File: config.mk
export PLATFORM = sky130hd
export DESIGN_NAME = riscv_hazard
export DESIGN_NICKNAME = d
export VERILOG_FILES = /design/src/rtl/riscv_pkg.sv /design/src/rtl/riscv_hazard_fwd.sv /design/src/rtl/riscv_hazard.sv
export SDC_FILE = /design/constraint.sdc
export NUM_CORES = 1
export LEC_CHECK = 0
export CORE_ASPECT_RATIO = 1.75
export CORE_MARGIN = 2
export CORE_UTILIZATION = 45
export DETAILED_ROUTE_END_ITERATION = 8
export HOLD_SLACK_MARGIN = 0.03
export PLACE_DENSITY = 0.72
export SETUP_SLACK_MARGIN = 0.2
export SLEW_MARGIN = 5
export SYNTH_ARGS = -nofsm -noshare
export SYNTH_HDL_FRONTEND = slang
export SYNTH_SLANG_ARGS = --single-unit
File: constraint.sdc
create_clock -name iclk -period 2.4 [get_ports iclk]
set_input_delay 0.48 -clock iclk [delete_from_list [all_inputs] [get_ports iclk]]
set_output_delay 0.48 -clock iclk [all_outputs]
set_load 0.01 [all_outputs]
File: src/rtl/riscv_pkg.sv
// Shared definitions for the RISC-V hazard unit: address width, forward
// select encodings, stall counter width and a source/destination match helper.
package riscv_pkg;

    localparam int REG_ADDR_W  = 5;
    localparam int STALL_CNT_W = 16;

    localparam logic [1:0] FWD_NONE = 2'b00;
    localparam logic [1:0] FWD_WB   = 2'b01;
    localparam logic [1:0] FWD_MEM  = 2'b10;

    typedef logic [REG_ADDR_W-1:0] reg_addr_t;

    // A source matches a destination only when both name the same register and
    // that register is not x0, which is hard-wired to zero and never produced.
    function automatic logic addr_hit(input reg_addr_t src, input reg_addr_t dst);
        return (src != {REG_ADDR_W{1'b0}}) && (src == dst);
    endfunction

endpackage

File: src/rtl/riscv_hazard_fwd.sv
// Forward select for one ALU operand: picks the youngest in-flight producer
// of the Execute-stage source register.
module riscv_hazard_fwd
    import riscv_pkg::*;
(
    input  logic [REG_ADDR_W-1:0] rs_e,
    input  logic [REG_ADDR_W-1:0] rd_m,
    input  logic [REG_ADDR_W-1:0] rd_w,
    input  logic                  wr_en_m,
    input  logic                  wr_en_w,
    output logic [1:0]            fwd_sel
);

    logic hit_m_s;
    logic hit_w_s;

    assign hit_m_s = addr_hit(rs_e, rd_m) && wr_en_m;
    assign hit_w_s = addr_hit(rs_e, rd_w) && wr_en_w;

    // Memory stage holds the newer value, so it wins over Writeback.
    always_comb begin
        fwd_sel = FWD_NONE;
        if (hit_m_s) begin
            fwd_sel = FWD_MEM;
        end else if (hit_w_s) begin
            fwd_sel = FWD_WB;
        end else begin
            fwd_sel = FWD_NONE;
        end
    end

endmodule

File: src/rtl/riscv_hazard.sv
// Hazard unit for a 5-stage RISC-V pipeline: operand forwarding, load-use
// stall, branch flush and a saturating count of load-use stall cycles.
module riscv_hazard
    import riscv_pkg::*;
(
    input  logic                   iclk,
    input  logic                   irst,
    input  logic [REG_ADDR_W-1:0]  irs1_d,
    input  logic [REG_ADDR_W-1:0]  irs2_d,
    input  logic [REG_ADDR_W-1:0]  ird_d,
    input  logic                   iresult_srcb0_e,
    input  logic                   ipc_src_e,
    input  logic                   ird_wr_en_1d,
    input  logic                   ird_wr_en_2d,
    output logic                   ostall_f,
    output logic                   ostall_d,
    output logic                   oflush_d,
    output logic                   oflush_e,
    output logic [1:0]             ofwd_a_e,
    output logic [1:0]             ofwd_b_e,
    output logic [STALL_CNT_W-1:0] ostall_cnt
);

    localparam logic [STALL_CNT_W-1:0] CNT_MAX = {STALL_CNT_W{1'b1}};
    localparam logic [STALL_CNT_W-1:0] CNT_ONE = {{(STALL_CNT_W-1){1'b0}}, 1'b1};
    localparam logic [REG_ADDR_W-1:0]  ADDR_ZERO = {REG_ADDR_W{1'b0}};

    logic [REG_ADDR_W-1:0]  rs1_e_r;
    logic [REG_ADDR_W-1:0]  rs2_e_r;
    logic [REG_ADDR_W-1:0]  rd_e_r;
    logic [REG_ADDR_W-1:0]  rd_m_r;
    logic [REG_ADDR_W-1:0]  rd_w_r;
    logic [STALL_CNT_W-1:0] stall_cnt_r;

    logic       lw_stall_s;
    logic       flush_e_s;
    logic [1:0] fwd_a_s;
    logic [1:0] fwd_b_s;

    // A load in Execute whose destination feeds Decode must wait one cycle,
    // unless a taken branch is about to squash Decode anyway.
    assign lw_stall_s = iresult_srcb0_e
                        && (addr_hit(rd_e_r, irs1_d) || addr_hit(rd_e_r, irs2_d))
                        && !ipc_src_e;
    assign flush_e_s  = lw_stall_s || ipc_src_e;

    riscv_hazard_fwd u_fwd_a (
        .rs_e    (rs1_e_r),
        .rd_m    (rd_m_r),
        .rd_w    (rd_w_r),
        .wr_en_m (ird_wr_en_1d),
        .wr_en_w (ird_wr_en_2d),
        .fwd_sel (fwd_a_s)
    );

    riscv_hazard_fwd u_fwd_b (
        .rs_e    (rs2_e_r),
        .rd_m    (rd_m_r),
        .rd_w    (rd_w_r),
        .wr_en_m (ird_wr_en_1d),
        .wr_en_w (ird_wr_en_2d),
        .fwd_sel (fwd_b_s)
    );

    // Register-address pipeline: advances every cycle, bubble on Execute flush.
    always_ff @(posedge iclk or posedge irst) begin
        if (irst) begin
            rs1_e_r <= ADDR_ZERO;
            rs2_e_r <= ADDR_ZERO;
            rd_e_r  <= ADDR_ZERO;
            rd_m_r  <= ADDR_ZERO;
            rd_w_r  <= ADDR_ZERO;
        end else begin
            if (flush_e_s) begin
                rs1_e_r <= ADDR_ZERO;
                rs2_e_r <= ADDR_ZERO;
                rd_e_r  <= ADDR_ZERO;
            end else begin
                rs1_e_r <= irs1_d;
                rs2_e_r <= irs2_d;
                rd_e_r  <= ird_d;
            end
            rd_m_r <= rd_e_r;
            rd_w_r <= rd_m_r;
        end
    end

    // Load-use stall counter, pinned at all-ones rather than wrapping.
    always_ff @(posedge iclk or posedge irst) begin
        if (irst) begin
            stall_cnt_r <= {STALL_CNT_W{1'b0}};
        end else if (lw_stall_s && (stall_cnt_r != CNT_MAX)) begin
            stall_cnt_r <= stall_cnt_r + CNT_ONE;
        end else begin
            stall_cnt_r <= stall_cnt_r;
        end
    end

    // Hazard outputs follow their inputs immediately; reset forces them low.
    always_comb begin
        ostall_f   = 1'b0;
        ostall_d   = 1'b0;
        oflush_d   = 1'b0;
        oflush_e   = 1'b0;
        ofwd_a_e   = FWD_NONE;
        ofwd_b_e   = FWD_NONE;
        ostall_cnt = {STALL_CNT_W{1'b0}};
        if (irst) begin
            ostall_f   = 1'b0;
            ostall_d   = 1'b0;
            oflush_d   = 1'b0;
            oflush_e   = 1'b0;
            ofwd_a_e   = FWD_NONE;
            ofwd_b_e   = FWD_NONE;
            ostall_cnt = {STALL_CNT_W{1'b0}};
        end else begin
            ostall_f   = lw_stall_s;
            ostall_d   = lw_stall_s;
            oflush_d   = ipc_src_e;
            oflush_e   = flush_e_s;
            ofwd_a_e   = fwd_a_s;
            ofwd_b_e   = fwd_b_s;
            ostall_cnt = stall_cnt_r;
        end
    end

endmodule

* Yosys cells after proc, flatten, opt, wreduce, memory -nomap -nowiden *
Index checks and enable logic that the tools add are counted.
W data, S select, Z words.

storage, ports and cells
  bits in registers = 41
  output and inout bits = 24
  logic and storage cells = 46

operators by class
  add/sub/neg operators = 1
  equal/unequal tests = 7
  muxes and demuxes = 13
  reduce and logical (&&, ||, !) cells = 19

operator list
  operator                 number
  $eq A5 B5 Y1             6
  $add A16 B1 Y16 const B  1
  $mux W16                 1
  $ne A16 B16 Y1 const B   1
  $mux W5                  3
  $reduce_bool A5 Y1       3
  $logic_and A1 B1 Y1      13
  $mux W2                  4
  $mux W1                  5
  $logic_or A1 B1 Y1       2
  $logic_not A1 Y1         1

* Longest topological paths before layout *
  word-level depth = 7
  gate-level depth with buffers = 7

* By module *
A second synthesis with hierarchy kept.

second synthesis, totals
  cell total of the unflattened synthesis = 204
  area, all modules = 2,142.1 um2

by module, submodules not included
  module            times used  cells an instance  area each (um2)
  riscv_hazard      1           166                1,849.3
  riscv_hazard_fwd  2           19                 146.4

* Worst setup path before layout *
Ideal clock, no wire load.

  path type = input to output
  from = input port irst
  to = output port ofwd_a_e[1]
  arrival = 1,864 ps
  data required time = 1,920 ps
  path slack = 56 ps
  stages = 3
  buffers on the path = 1
  cells stage by stage = clkbuf_1 > inv_1 > and2_1

on the way
  word-level cells in the longest chain between the ends = 1

RTL lines
  item         line                 text
  from (decl)  riscv_hazard.sv:7    input logic irst,
  $mux W2      riscv_hazard.sv:108  if (irst) begin
  to (decl)    riscv_hazard.sv:19   output logic [1:0] ofwd_a_e,

Every way passes these cells.

* Worst setup path after layout *
  from = register rs2_e_r[1]
  to = output port ofwd_b_e[0]

on the way
  word-level cells in the longest chain between the ends = 6
  elaborated cells between the ends (all ways) = 10

RTL lines
  item                                                       line                    text
  from (decl)                                                riscv_hazard.sv:29      logic [REG_ADDR_W-1:0] rs2_e_r;
  from (signal assigned)                                     riscv_hazard.sv:80      rs2_e_r <= irs2_d;
  $eq A5 B5 Y1 / $reduce_bool A5 Y1 (equally long branches)  riscv_pkg.sv:17         return (src != {REG_ADDR_W{1'b0}}) && (src == dst);
  $logic_and A1 B1 Y1                                        riscv_pkg.sv:17
  $logic_and A1 B1 Y1                                        riscv_hazard_fwd.sv:18  assign hit_w_s = addr_hit(rs_e, rd_w) && wr_en_w;
  $mux W1                                                    riscv_hazard_fwd.sv:25  end else if (hit_w_s) begin
  $mux W2 (*)                                                riscv_hazard_fwd.sv:23  if (hit_m_s) begin
  $mux W2 (*)                                                riscv_hazard.sv:108
  to (decl)                                                  riscv_hazard.sv:20      output logic [1:0] ofwd_b_e,

Mark *: on every way between the ends. The rest lies on a longest branch, timed or not.

==> results.yml <==
run_status:
  status: "completed"
floorplan:
  core-area_sq_um: 4666
  die_h_um: 95.83
  rows: 33
  die_w_um: 56.48
  dieArea_sq_um: 5412
  ios: 45
  start_util: 0.4647
logic_synthesis:
  yosysTopAreaCellShare: 0.4732
  async_reset_ff_frac: 1.000
  synth_area_per_cell_sq_um: 10.58
  synth_nets: 227
  synthTopCellsByArea: "dfrtp_1 (47%), xnor2_1 (15%), nor2b_1 (5.5%)"
  synthMostInstantiatedCell: "dfrtp_1"
  synth_ff_type: "dfrtp_1"
  ys_types: 36
  synth_area_sq_um: 2168
  ys_seq_elements: 41
  synth.largest_area_cell: "dfrtp_1"
  synth_edf_count: 0
  syn-instance-count: 205
  yosysSeqAreaShare: 0.4732
  synthTopCellsByCount: "dfrtp_1 (41), xnor2_1 (36), nor2b_1 (19), and2_1 (17), nand3_1 (12)"
  yosysWarnings: 0
clock_tree:
  clk_pin_slew_ns: 0.07
  numCtsBuffers: 5
  cts_tree: "done"
  clkSinkCount: 41
  h-tree-depth: 2
  clockBufferDepth: 2
  cts_root_buf: "clkbuf_8"
  cts-hold-fix-buffers: 0
  insertion_delay_ns: 0.29
grt:
  grt-ovfl-total: 0
  grt_pass1_wl_mm: 8.121
  track_usage: 0.2001
  grt_max_degree: 42
  grt_pass1_vias: 1744
  antenna_found_initial: 0
detailed_routing:
  drt_iter0_markers: 36
  dr.pass1.iters: 4
  routedWlPerCell_um: 15.78
  drc: 0
  via_count: 1763
  ant_nets: 0
  via_per_inst: 5.342
  routed_wirelength_mm: 5.209
run:
  maxCapViolations: 0
timing:
  fin_skew_ns: 0.007040
  tightest_slew_ns: 0.5096
  setup_viol: 0
  max_freq_mhz: 426.1
  timing.final.hold_violations: 0
  fin_tns_setup_ns: 0
  relSlewSlack: 0.6603
  fin_ws_ns: 0.05318
  period_minus_slack_ns: 2.347
  rsz0062_at_grt: "true"
  slew_violations: 0
  fin_crit_sh: 0.9778
worst_setup_path:
  endpoint_kind: "primary output"
  critPathKind: "reg -> out"
  crit_path_start_kind: "register"
  critPathArrivalTime_ns: 1.87
  cpMaxStageDelayCell: "or4_4"
  cp_cell_sequence: "or4_4 -> nor2_4 -> nor4_4 -> nor4_1 -> buf_2"
  crit_path_max_fanout: 2
  max_stage_delay_ns: 0.56
  required_ns: 1.92
placed_design:
  place_inst: 314
  dp_hpwl_mm: 3.877
  gp_congestion: 0.8754
  post-place-ws_ns: -0.4163
  port_buffers: 44
finish:
  utilization: 0.6624
  n_fill_cell: 378
  drive_gt1_frac: 0.2662
  nNetsFinal: 299
  syn_to_final_growth_pct: 42.53
  n_antenna_cell: 0
  layout.cells.non_filler: 330
power:
  peakVddDrop_v: 0.0005549
  power.leakage_nw: 1.400
  p_per_area_nw_per_um2: 560.2
hold_path:
  worst_hold_path_type: "reg -> reg"
[path summary, 6_finish.rpt]
kind / from / end / slack, ns / cells past startpoint
max in group asynchronous: irst / rs2_e_r[1] / 1.17 / 4
worst max-delay path: rs2_e_r[1] / ofwd_b_e[0] / 0.05 / 5
worst max register to register: stall_cnt_r[2] / stall_cnt_r[1] / 0.43 / 5
worst min register to register: rd_m_r[0] / rd_w_r[0] / 0.44 / 0
worst min-delay path: rd_m_r[0] / rd_w_r[0] / 0.44 / 0
min in group asynchronous: irst / stall_cnt_r[4] / 0.88 / 4
[cell type report]
class | count | area [sq um] | share of cell area
tap | 52 | 65.06 | 0.02105
inverter | 4 | 18.77 | 0.006073
clock inverter | 3 | 65.06 | 0.02105
sequential | 41 | 1026 | 0.3320
timing repair buffer | 72 | 619.3 | 0.2004
multi-input combinational | 153 | 1227 | 0.3972
clock buffer | 5 | 68.82 | 0.02227
[state kept, by name, summed over array words and instances, names as in the netlist]
name and flops:
rs1_e_r 5, rd_w_r 5, rd_m_r 5, rd_e_r 5, stall_cnt_r 16, rs2_e_r 5
[power by group]
part           total (mW)  internal [mW]  switching [mW]
combinational       0.313          0.168           0.145
clock               0.647          0.413           0.234
sequential          0.771          0.729          0.0418
total                1.73           1.31           0.421
[layout by cell type (no fill, tap or decap), types with 8 or more instances in the layout]
master,Yosys,layout
nor2b_1,19,19
buf_4,1,21
buf_6,2,9
xnor2_1,36,28
nand4_1,11,11
dlygate4sd2_1,0,28
xnor2_2,0,8
clkdlybuf4s50_1,0,9
nand3_1,12,11
and2_1,17,15
nand2_1,11,10
dfrtp_1,41,41
[per-stage QoR]
step | hold slack [ns] | total power [mW] | instance area (sq um)
after floorplan | 0.4087 | 0.9319 | 2191
after global placement | 0.4248 | 1.058 | 2799
after detailed placement | 0.4259 | 1.061 | 2799
after CTS | 0.4422 | 1.736 | 3030
after global routing | 0.4625 | 1.805 | 3090
final | 0.4366 | 1.731 | 3090
[per-layer routing]
metal  routed length (um)  GRT usage  vias to the layer above
met3                  183    0.02554                       21
li1                     -          -                      850
met2                 2902     0.3779                       42
met1                 1859     0.2061                      850
met4                  264     0.1190                        0
met5                    0          0                        -
[kinds of logic (layout without fill, tap and decap cells)]
group / count (synthesis) / after routing / synth area share
and+or+nand+nor: 101 / 101 / 0.2758
xor gates and xnor gates: 41 / 41 / 0.1656
DFF: 41 / 41 / 0.4732
buffers and inverters: 11 / 84 / 0.02827
AOI/OAI and AO/OA: 7 / 7 / 0.03578
muxes: 3 / 3 / 0.01558
adders and majority gates: 1 / 1 / 0.005769
[critical path, delay by kind of cell, from the launching register on]
| family | cells | cell delay [ns] |
|---|---|---|
| buffers and inverters | 1 | 0.18 |
| flip-flops | 1 | 0.39 |
| AND/OR/NAND/NOR | 4 | 1.01 |
[what timing repair did]
action                     CTS  global route
hold endpoints to repair     0             0
setup endpoints to repair   24             7
gates resized for setup     82             8
pin swaps                   21            13
cloned                       0             0
setup buffers                6             2
(Power assumes the default switching activity.)
